### config.mk
export PLATFORM = sky130hd
export DESIGN_NAME = alu_operand_stage
export DESIGN_NICKNAME = d
export VERILOG_FILES = /design/src/rtl/alu_operand_stage_pkg.sv /design/src/rtl/alu_operand_stage_regfile_2r1w.sv /design/src/rtl/alu_operand_stage.sv
export SDC_FILE = /design/constraint.sdc
export NUM_CORES = 2
export LEC_CHECK = 0
export CORE_UTILIZATION = 35
export DETAILED_ROUTE_END_ITERATION = 8
export PLACE_DENSITY_LB_ADDON = 0.12
export SLEW_MARGIN = 10
export SYNTH_ARGS = -nofsm -noshare
export SYNTH_HDL_FRONTEND = slang
export SYNTH_SLANG_ARGS = --single-unit
### constraint.sdc
create_clock -name clock -period 4.6 [get_ports clock]
set_input_delay 0.92 -clock clock [delete_from_list [all_inputs] [get_ports clock]]
set_output_delay 0.92 -clock clock [all_outputs]
set_load 0.005 [all_outputs]
### src/rtl/alu_operand_stage_pkg.sv
// Shared constants for the ALU operand path: datapath width, register
// index width, register count and the hardwired-zero register index.
package alu_operand_stage_pkg;

  localparam int DATA_W   = 32;
  localparam int ADDR_W   = 5;
  localparam int NUM_REGS = 2 ** ADDR_W;

  localparam logic [ADDR_W-1:0] ZERO_REG = 5'd0;

endpackage : alu_operand_stage_pkg

### src/rtl/alu_operand_stage_regfile_2r1w.sv
// Architectural register file: two read ports, one write port, r0 hardwired
// to zero, and write-to-read bypass so a same-cycle write-back is visible.
module alu_operand_stage_regfile_2r1w
  import alu_operand_stage_pkg::*;
(
  input  logic              clock,
  input  logic              reset_n,
  input  logic [ADDR_W-1:0] rs_a,
  input  logic [ADDR_W-1:0] rs_b,
  input  logic              wb_en,
  input  logic [ADDR_W-1:0] wb_addr,
  input  logic [DATA_W-1:0] wb_data,
  output logic [DATA_W-1:0] rd_a,
  output logic [DATA_W-1:0] rd_b
);

  logic [DATA_W-1:0] regs_r [NUM_REGS];
  logic              wb_live_s;

  assign wb_live_s = wb_en && (wb_addr != ZERO_REG);

  function automatic logic [DATA_W-1:0] read_port(
    input logic [ADDR_W-1:0] rs,
    input logic              wb_live,
    input logic [ADDR_W-1:0] wb_idx,
    input logic [DATA_W-1:0] wb_val,
    input logic [DATA_W-1:0] stored
  );
    logic [DATA_W-1:0] val;
    if (rs == ZERO_REG) begin
      val = {DATA_W{1'b0}};
    end else if (wb_live && (wb_idx == rs)) begin
      val = wb_val;
    end else begin
      val = stored;
    end
    return val;
  endfunction

  // Register storage; r0 is never written so it stays zero after reset.
  always_ff @(posedge clock) begin
    if (!reset_n) begin
      for (int i = 0; i < NUM_REGS; i++) begin
        regs_r[i] <= {DATA_W{1'b0}};
      end
    end else if (wb_live_s) begin
      regs_r[wb_addr] <= wb_data;
    end
  end

  // Read muxes with zero-register and write-back bypass.
  always_comb begin
    rd_a = read_port(rs_a, wb_live_s, wb_addr, wb_data, regs_r[rs_a]);
    rd_b = read_port(rs_b, wb_live_s, wb_addr, wb_data, regs_r[rs_b]);
  end

endmodule : alu_operand_stage_regfile_2r1w

### src/rtl/alu_operand_stage.sv
// Operand stage: register file plus a one-entry valid/ready pipeline register
// whose held operands track later write-backs while the ALU stalls.
module alu_operand_stage
  import alu_operand_stage_pkg::*;
(
  input  logic              clock,
  input  logic              reset_n,
  input  logic              in_valid,
  output logic              in_ready,
  input  logic [ADDR_W-1:0] rs_a,
  input  logic [ADDR_W-1:0] rs_b,
  input  logic              wb_en,
  input  logic [ADDR_W-1:0] wb_addr,
  input  logic [DATA_W-1:0] wb_data,
  output logic              out_valid,
  input  logic              out_ready,
  output logic [DATA_W-1:0] A,
  output logic [DATA_W-1:0] B
);

  logic [DATA_W-1:0] rd_a_s, rd_b_s;
  logic [DATA_W-1:0] a_r, b_r, a_nxt_s, b_nxt_s;
  logic [ADDR_W-1:0] held_a_r, held_b_r, held_a_nxt_s, held_b_nxt_s;
  logic              out_valid_r, out_valid_nxt_s;
  logic              acc_s, stall_s, wb_live_s;

  alu_operand_stage_regfile_2r1w u_regfile (
    .clock   (clock),
    .reset_n (reset_n),
    .rs_a    (rs_a),
    .rs_b    (rs_b),
    .wb_en   (wb_en),
    .wb_addr (wb_addr),
    .wb_data (wb_data),
    .rd_a    (rd_a_s),
    .rd_b    (rd_b_s)
  );

  assign in_ready  = ~out_valid_r | out_ready;
  assign acc_s     = in_valid & in_ready;
  assign stall_s   = out_valid_r & ~out_ready;
  assign wb_live_s = wb_en && (wb_addr != ZERO_REG);

  // Next-state for the operand register: accept wins, else refresh on stall.
  always_comb begin
    a_nxt_s         = a_r;
    b_nxt_s         = b_r;
    held_a_nxt_s    = held_a_r;
    held_b_nxt_s    = held_b_r;
    out_valid_nxt_s = out_valid_r;
    if (acc_s) begin
      a_nxt_s         = rd_a_s;
      b_nxt_s         = rd_b_s;
      held_a_nxt_s    = rs_a;
      held_b_nxt_s    = rs_b;
      out_valid_nxt_s = 1'b1;
    end else if (stall_s) begin
      if (wb_live_s && (wb_addr == held_a_r)) begin
        a_nxt_s = wb_data;
      end else begin
        a_nxt_s = a_r;
      end
      if (wb_live_s && (wb_addr == held_b_r)) begin
        b_nxt_s = wb_data;
      end else begin
        b_nxt_s = b_r;
      end
    end else begin
      // Drain (or idle): A/B keep stale contents, valid drops.
      out_valid_nxt_s = 1'b0;
    end
  end

  // Operand pipeline register with synchronous reset.
  always_ff @(posedge clock) begin
    if (!reset_n) begin
      a_r         <= {DATA_W{1'b0}};
      b_r         <= {DATA_W{1'b0}};
      held_a_r    <= ZERO_REG;
      held_b_r    <= ZERO_REG;
      out_valid_r <= 1'b0;
    end else begin
      a_r         <= a_nxt_s;
      b_r         <= b_nxt_s;
      held_a_r    <= held_a_nxt_s;
      held_b_r    <= held_b_nxt_s;
      out_valid_r <= out_valid_nxt_s;
    end
  end

  assign out_valid = out_valid_r;
  assign A         = a_r;
  assign B         = b_r;

endmodule : alu_operand_stage

* After elaboration in Yosys (flattened, before gate mapping)
Memory sizes are Yosys's and may differ from the RTL's. Index checks and enable logic that the tools add are counted.
Word-level totals: bits in registers 75, bits in latches 0, RAM bits 1024, bits in read-only memories 0, bits of input ports 52, output and inout bits 66, logic and storage cells 49, memories kept 1
Cells by class: add/sub/neg operators 0, multiply operators 0, div/mod/pow operators 0, $lt $le $gt $ge 0, equal/unequal tests 5, shift operators 0, muxes and demuxes 19, bitwise operators 5, reductions and logical operators 14
Memories:
- u_regfile.regs_r | depth 32, bits a word 32, read ports 2, clocked after memory_dff 0, write ports 32, RTL line alu_operand_stage_regfile_2r1w.sv:17 | logic [DATA_W-1:0] regs_r [NUM_REGS];
Operators with widths (number):
- $mux 32 | 11
- $reduce_or 32->1 | 1
- $eq 5x5->1 | 4
- $logic_not 5->1 | 2
- $mux 1 | 7
- $reduce_bool 2->1 | 3
- $logic_and 1x1->1 | 5
- $mux 5 | 1
- $reduce_bool 5->1 | 1
- $reduce_and 2->1 | 2
- $and 1x1->1 | 2
- $ne 2x2->1 const B | 1
- $not 1->1 | 2
- $or 1x1->1 | 1

* Longest topological paths before layout
word-level depth 7, mapped depth 10, gate-level depth less buffers 6

* Modules after synthesis
Synthesis repeated with hierarchy kept, for this count alone.
Second synthesis, totals: cell total of the unflattened synthesis 4292, area, all modules 59761.1 µm²
Modules (own cells, without submodules):
- alu_operand_stage_regfile_2r1w | times used 1, cells each 3928, area an instance 55647.1 µm², seq. area each 30749.5 µm²
- alu_operand_stage | times used 1, cells each 364, area an instance 4113.9 µm², seq. area each 1501.4 µm²

* Least setup slack after synthesis
Ideal clock, no wire load.
path type input -> register, start point input port wb_addr[3], end point memory u_regfile.regs_r[28][0], enable pin, setup time 0.466 ns, data arrival time 4.287 ns, data required time 4.134 ns, setup slack -0.153 ns, cell stages on the path 7, path buffers 3, cells stage by stage buf_6 > or3_1 > buf_4 > o31ai_4 > or4_4 > buf_8 > o21ai_0
RTL lines:
- start, declared | RTL line alu_operand_stage.sv:13 | input logic [ADDR_W-1:0] wb_addr,
- end, declared | RTL line alu_operand_stage_regfile_2r1w.sv:17

* Worst setup path after layout
start point input port wb_addr[1], end point register a_r[18] (netlist: A[18])
Between the ends: cells in the longest elaborated chain, start to end 6, elaborated cells between the ends (all ways) 11, classes of those cells eq/ne: 2; mux: 3; reduce/logical: 6
RTL lines:
- $reduce_bool 5->1 | RTL line alu_operand_stage_regfile_2r1w.sv:20, alu_operand_stage.sv:42
- $logic_and 1x1->1 | RTL line alu_operand_stage_regfile_2r1w.sv:20, alu_operand_stage.sv:42
- $logic_and 1x1->1 | RTL line alu_operand_stage_regfile_2r1w.sv:32 | end else if (wb_live && (wb_idx == rs)) begin
- $mux 32 | RTL line alu_operand_stage_regfile_2r1w.sv:32
- $mux 32 | RTL line alu_operand_stage_regfile_2r1w.sv:30 | if (rs == ZERO_REG) begin
- $mux 32 | RTL line alu_operand_stage.sv:51 | if (acc_s) begin
- end signal, assigned | RTL line alu_operand_stage.sv:77 | a_r <= {DATA_W{1'b0}};
- end signal, assigned | RTL line alu_operand_stage.sv:83 | a_r <= a_nxt_s;
- end, declared | RTL line alu_operand_stage.sv:22 | logic [DATA_W-1:0] a_r, b_r, a_nxt_s, b_nxt_s;
Several ways; a longest one is shown, not always the timed one. A chain may end at the register's enable or synchronous reset.

==> impl_results.md <==
* Crit path max fanout at 32
* Synth unique cells at 46
* Worst Setup Start Kind: input pin
* Number of antenna-violating nets in the routed design at 0
* Top Ports at 118
* CTS tree: done
* Worst slack, placed at 485.1 ps
* Layout Skew at 23.15 ps
* Max Root-Sink Buffers at 3
* Setup_tns at 0 ps
* Die area at 0.1674 sq mm
* Final Total Pwr at 25.33 mW
* Total Routing Usage GR at 25.55%
* Maxcap violations at 0
* Post-synth ARST share at 0%
* Starting Density at 35.19%
* Worst stage delay on the critical path at 930 ps
* Clock transition at path regs at 60 ps
* Final hold violations at 0
* Drc violations at 2
* Worst-Skew Late Latency at 790 ps
* LEAKAGE at 23.30 nW
* Final Cycle Share at 72.59%
* Fmax at 0.2995 GHz
* Switch Pwr at 6.504 mW
* Slew margin rel. at 18.38%
* Synth Cell Area at 0.05800 sq mm
* PwrDens at 376.5 mW/mm^2
* Routability cong. at 0.8539
* Status: complete, but fails checks
* Setup violators final at 0
* Seq cells post-synth at 1099
* Cts bufs inserted at 131
* Sw Share at 25.67%
* Fraction of layout instances using a drive strength above 1 at 20.58%
* Clk pwr share at 40.6%
* Util after Layout at 40.83%
* DR vias/cell at 5.782
* Setup slack, reg-to-reg at 1790 ps
* 1st-pass router iterations at 7
* Crit-path cells: clkdlybuf4s50_1, xor2_1, nor4_1, nand2_1, o21ai_4, o221ai_1, o22ai_1
* Nets at 4302
* Vias at 37850
* Sequential power share at 46.8%
* Setup CP Type: input pin to register
* Syn Inst Count at 4178
* First-pass GRT wire length at 300400 microns
* GRT Residual Overflow at 0
* Hold/Removal Path Class: register to register
* Hold_buf cts at 0
* Vias in the first global route at 37910
* Critical Path RT at 5300 ps
* Htree depth at 4
* DR iter-0 viols at 4032
* Sequential fraction of the synthesis area at 55.60%
* Cell row count at 149
* Initial antenna violation count at 14
* CTS sink cnt at 1099
* Ys flop type: edfxtp_1
* Post-detail-place hpwl at 131500 microns
* Post-CTS Setup Inserts at 0
* Yosys warns at 0
* Root Driver: clkbuf_16
* Post-CTS Resized at 0
* Total internal power at 18.83 mW
* Post-synth EDFFs at 1024
* Peak VDD IR at 0.0004093 V
* Largest net degree at the start of global routing at 80
* CORE AREA at 0.1648 sq mm
* Die Ht at 409.1 microns
* Input/output buffers at 117
* Crit-path slowest cell: o21ai_4
* Crit path max-delay family: compound AO/OA/AOI/OAI gates
* Die span in x at 409.1 microns
* WP buf/inv at 1
* WHS at 471.2 ps
* Worst Max-Slew Pin Slew at 1220 ps
* CP arrival at 4040 ps
* DR WL/cell at 32.93 microns
* Synth-to-Final Area Change at 16.00%
* WL final at 215600 microns
* Failing checks: DRC
* Max Transition Viols Final at 0
* Setup ws final at 1261 ps
* Comb power frac at 12.5%
* Syn Area/Cell at 13.88 sq um
* Critical path endpoint category: register
* Clock period minus worst slack at 3339 ps
* RSZ-0062 raised after global routing: false
worst reg2reg max path: stages, from the launching register on:
cell and delay (ps):
dfxtp_1 320, nand2b_1 100, buf_4 250, nand2_1 440, a211oi_4 880, buf_4 360
o221ai_1 180, o22ai_1 190
area by class of cell:
| type | instances | area [sq um] |
|---|---|---|
| tap | 2189 | 2739 |
| multi-input combinational | 2659 | 24530 |
| clock buffer | 190 | 3790 |
| antenna | 4 | 10.01 |
| sequential | 1099 | 32250 |
| clock inverter | 47 | 372.9 |
| inverter | 5 | 21.27 |
| timing repair buffer | 354 | 3566 |
| fill | 15280 | 97520 |
stage by stage:
stage / std cells / area, sq um
3_3_place_gp: 6306 / 63110
4_1_cts: 6543 / 67270
5_1_grt: 6544 / 67270
2_1_floorplan: 4209 / 58120
6_report: 6547 / 67280
3_5_place_dp: 6306 / 63110
cells in the mapped netlist, types with 2 or more instances:
master	count	share of area [%]
edfxtp_1	1024	53
and2_1	966	10
mux2i_1	383	6.6
mux4_2	353	14
clkbuf_1	302	2.0
a22oi_1	159	2.1
o22ai_1	159	1.7
nor2_1	157	1.0
a221oi_1	128	1.9
buf_2	94	0.81
dfxtp_1	75	2.6
o21ai_0	63	0.54
nand2_1	60	0.39
and3_1	32	0.35
nor3_1	32	0.28
o221ai_1	32	0.48
and2_4	31	0.47
buf_1	17	0.11
buf_4	17	0.22
buf_6	15	0.29
a21oi_1	13	0.11
xnor2_1	13	0.20
xor2_1	7	0.11
nand3_1	6	0.052
inv_1	4	0.026
nor2b_1	4	0.043
nand2b_1	3	0.032
nand3b_1	3	0.039
nor2_4	3	0.058
nor4_1	3	0.032
a211oi_1	2	0.026
nand4b_1	2	0.030
nor4_4	2	0.073
or3_1	2	0.022
sequential cells by signal, indices dropped and copies added (netlist names):
signal	cells
A	32
held_b_r	5
held_a_r	5
out_valid	1
u_regfile.regs_r	1024
B	32
cells by family (layout without fill, tap and decap cells):
logic type | count (synthesis) | in the layout | share of synthesized area [%]
multiplexers | 736 | 736 | 20.32
other | 1 | 36 | 0.006465
AO/OA/AOI/OAI | 560 | 560 | 6.959
flip-flops | 1099 | 1099 | 55.60
buffers and inverters | 451 | 596 | 3.445
AND/OR/NAND/NOR | 1311 | 1311 | 13.37
XOR/XNOR | 20 | 20 | 0.3020
cell usage in the layout, fill, tap and decap left out, types with 26 or more instances in the layout:
| master | netlist | layout |
|---|---|---|
| clkdlybuf4s50_1 | 0 | 104 |
| a221oi_1 | 128 | 128 |
| o21ai_4 | 0 | 32 |
| clkinv_1 | 1 | 26 |
| a22oi_1 | 159 | 159 |
| mux2i_1 | 383 | 383 |
| nor2_1 | 157 | 127 |
| and2_4 | 31 | 32 |
| clkbuf_16 | 0 | 139 |
| mux4_2 | 353 | 353 |
| clkbuf_1 | 302 | 39 |
| and2_1 | 966 | 963 |
| and3_1 | 32 | 32 |
| buf_4 | 17 | 187 |
| buf_12 | 0 | 51 |
| nor3_1 | 32 | 32 |
| conb_1 | 1 | 32 |
| o221ai_1 | 32 | 32 |
| edfxtp_1 | 1024 | 1024 |
| nor2_4 | 3 | 33 |
| nand2_1 | 60 | 58 |
| o21ai_0 | 63 | 32 |
| o22ai_1 | 159 | 159 |
| dfxtp_1 | 75 | 75 |
final timing paths:
check / endpoint / startpoint / depth (start not counted)
setup / recovery: A[18] / wb_addr[1] / 7
hold / removal: held_a_r[3] / held_a_r[3] / 2
setup reg to reg: A[20] / out_valid / 7
hold reg to reg: held_a_r[3] / held_a_r[3] / 2
power by group through the flow:
| stage | logic [mW] | registers, mW | clock network [mW] |
|---|---|---|---|
| 5_1_grt | 3.32 | 11.9 | 10.8 |
| 3_5_place_dp | 3.15 | 12.1 | 0 |
| 3_3_place_gp | 3.15 | 12.0 | 0 |
| 6_report | 3.17 | 11.9 | 10.3 |
| 4_1_cts | 3.16 | 11.9 | 10.5 |
| 2_1_floorplan | 1.78 | 11.9 | 0 |
layer usage:
layer | track usage, % | routed length (microns) | part of all wire (%)
met1 | 34.95 | 92930 | 43
met5 | 0 | 0 | 0
met2 | 41.74 | 103100 | 48
met3 | 4.226 | 13980 | 6.5
met4 | 7.174 | 5549 | 2.6
No activity file was read; power rests on OpenSTA's default activity.
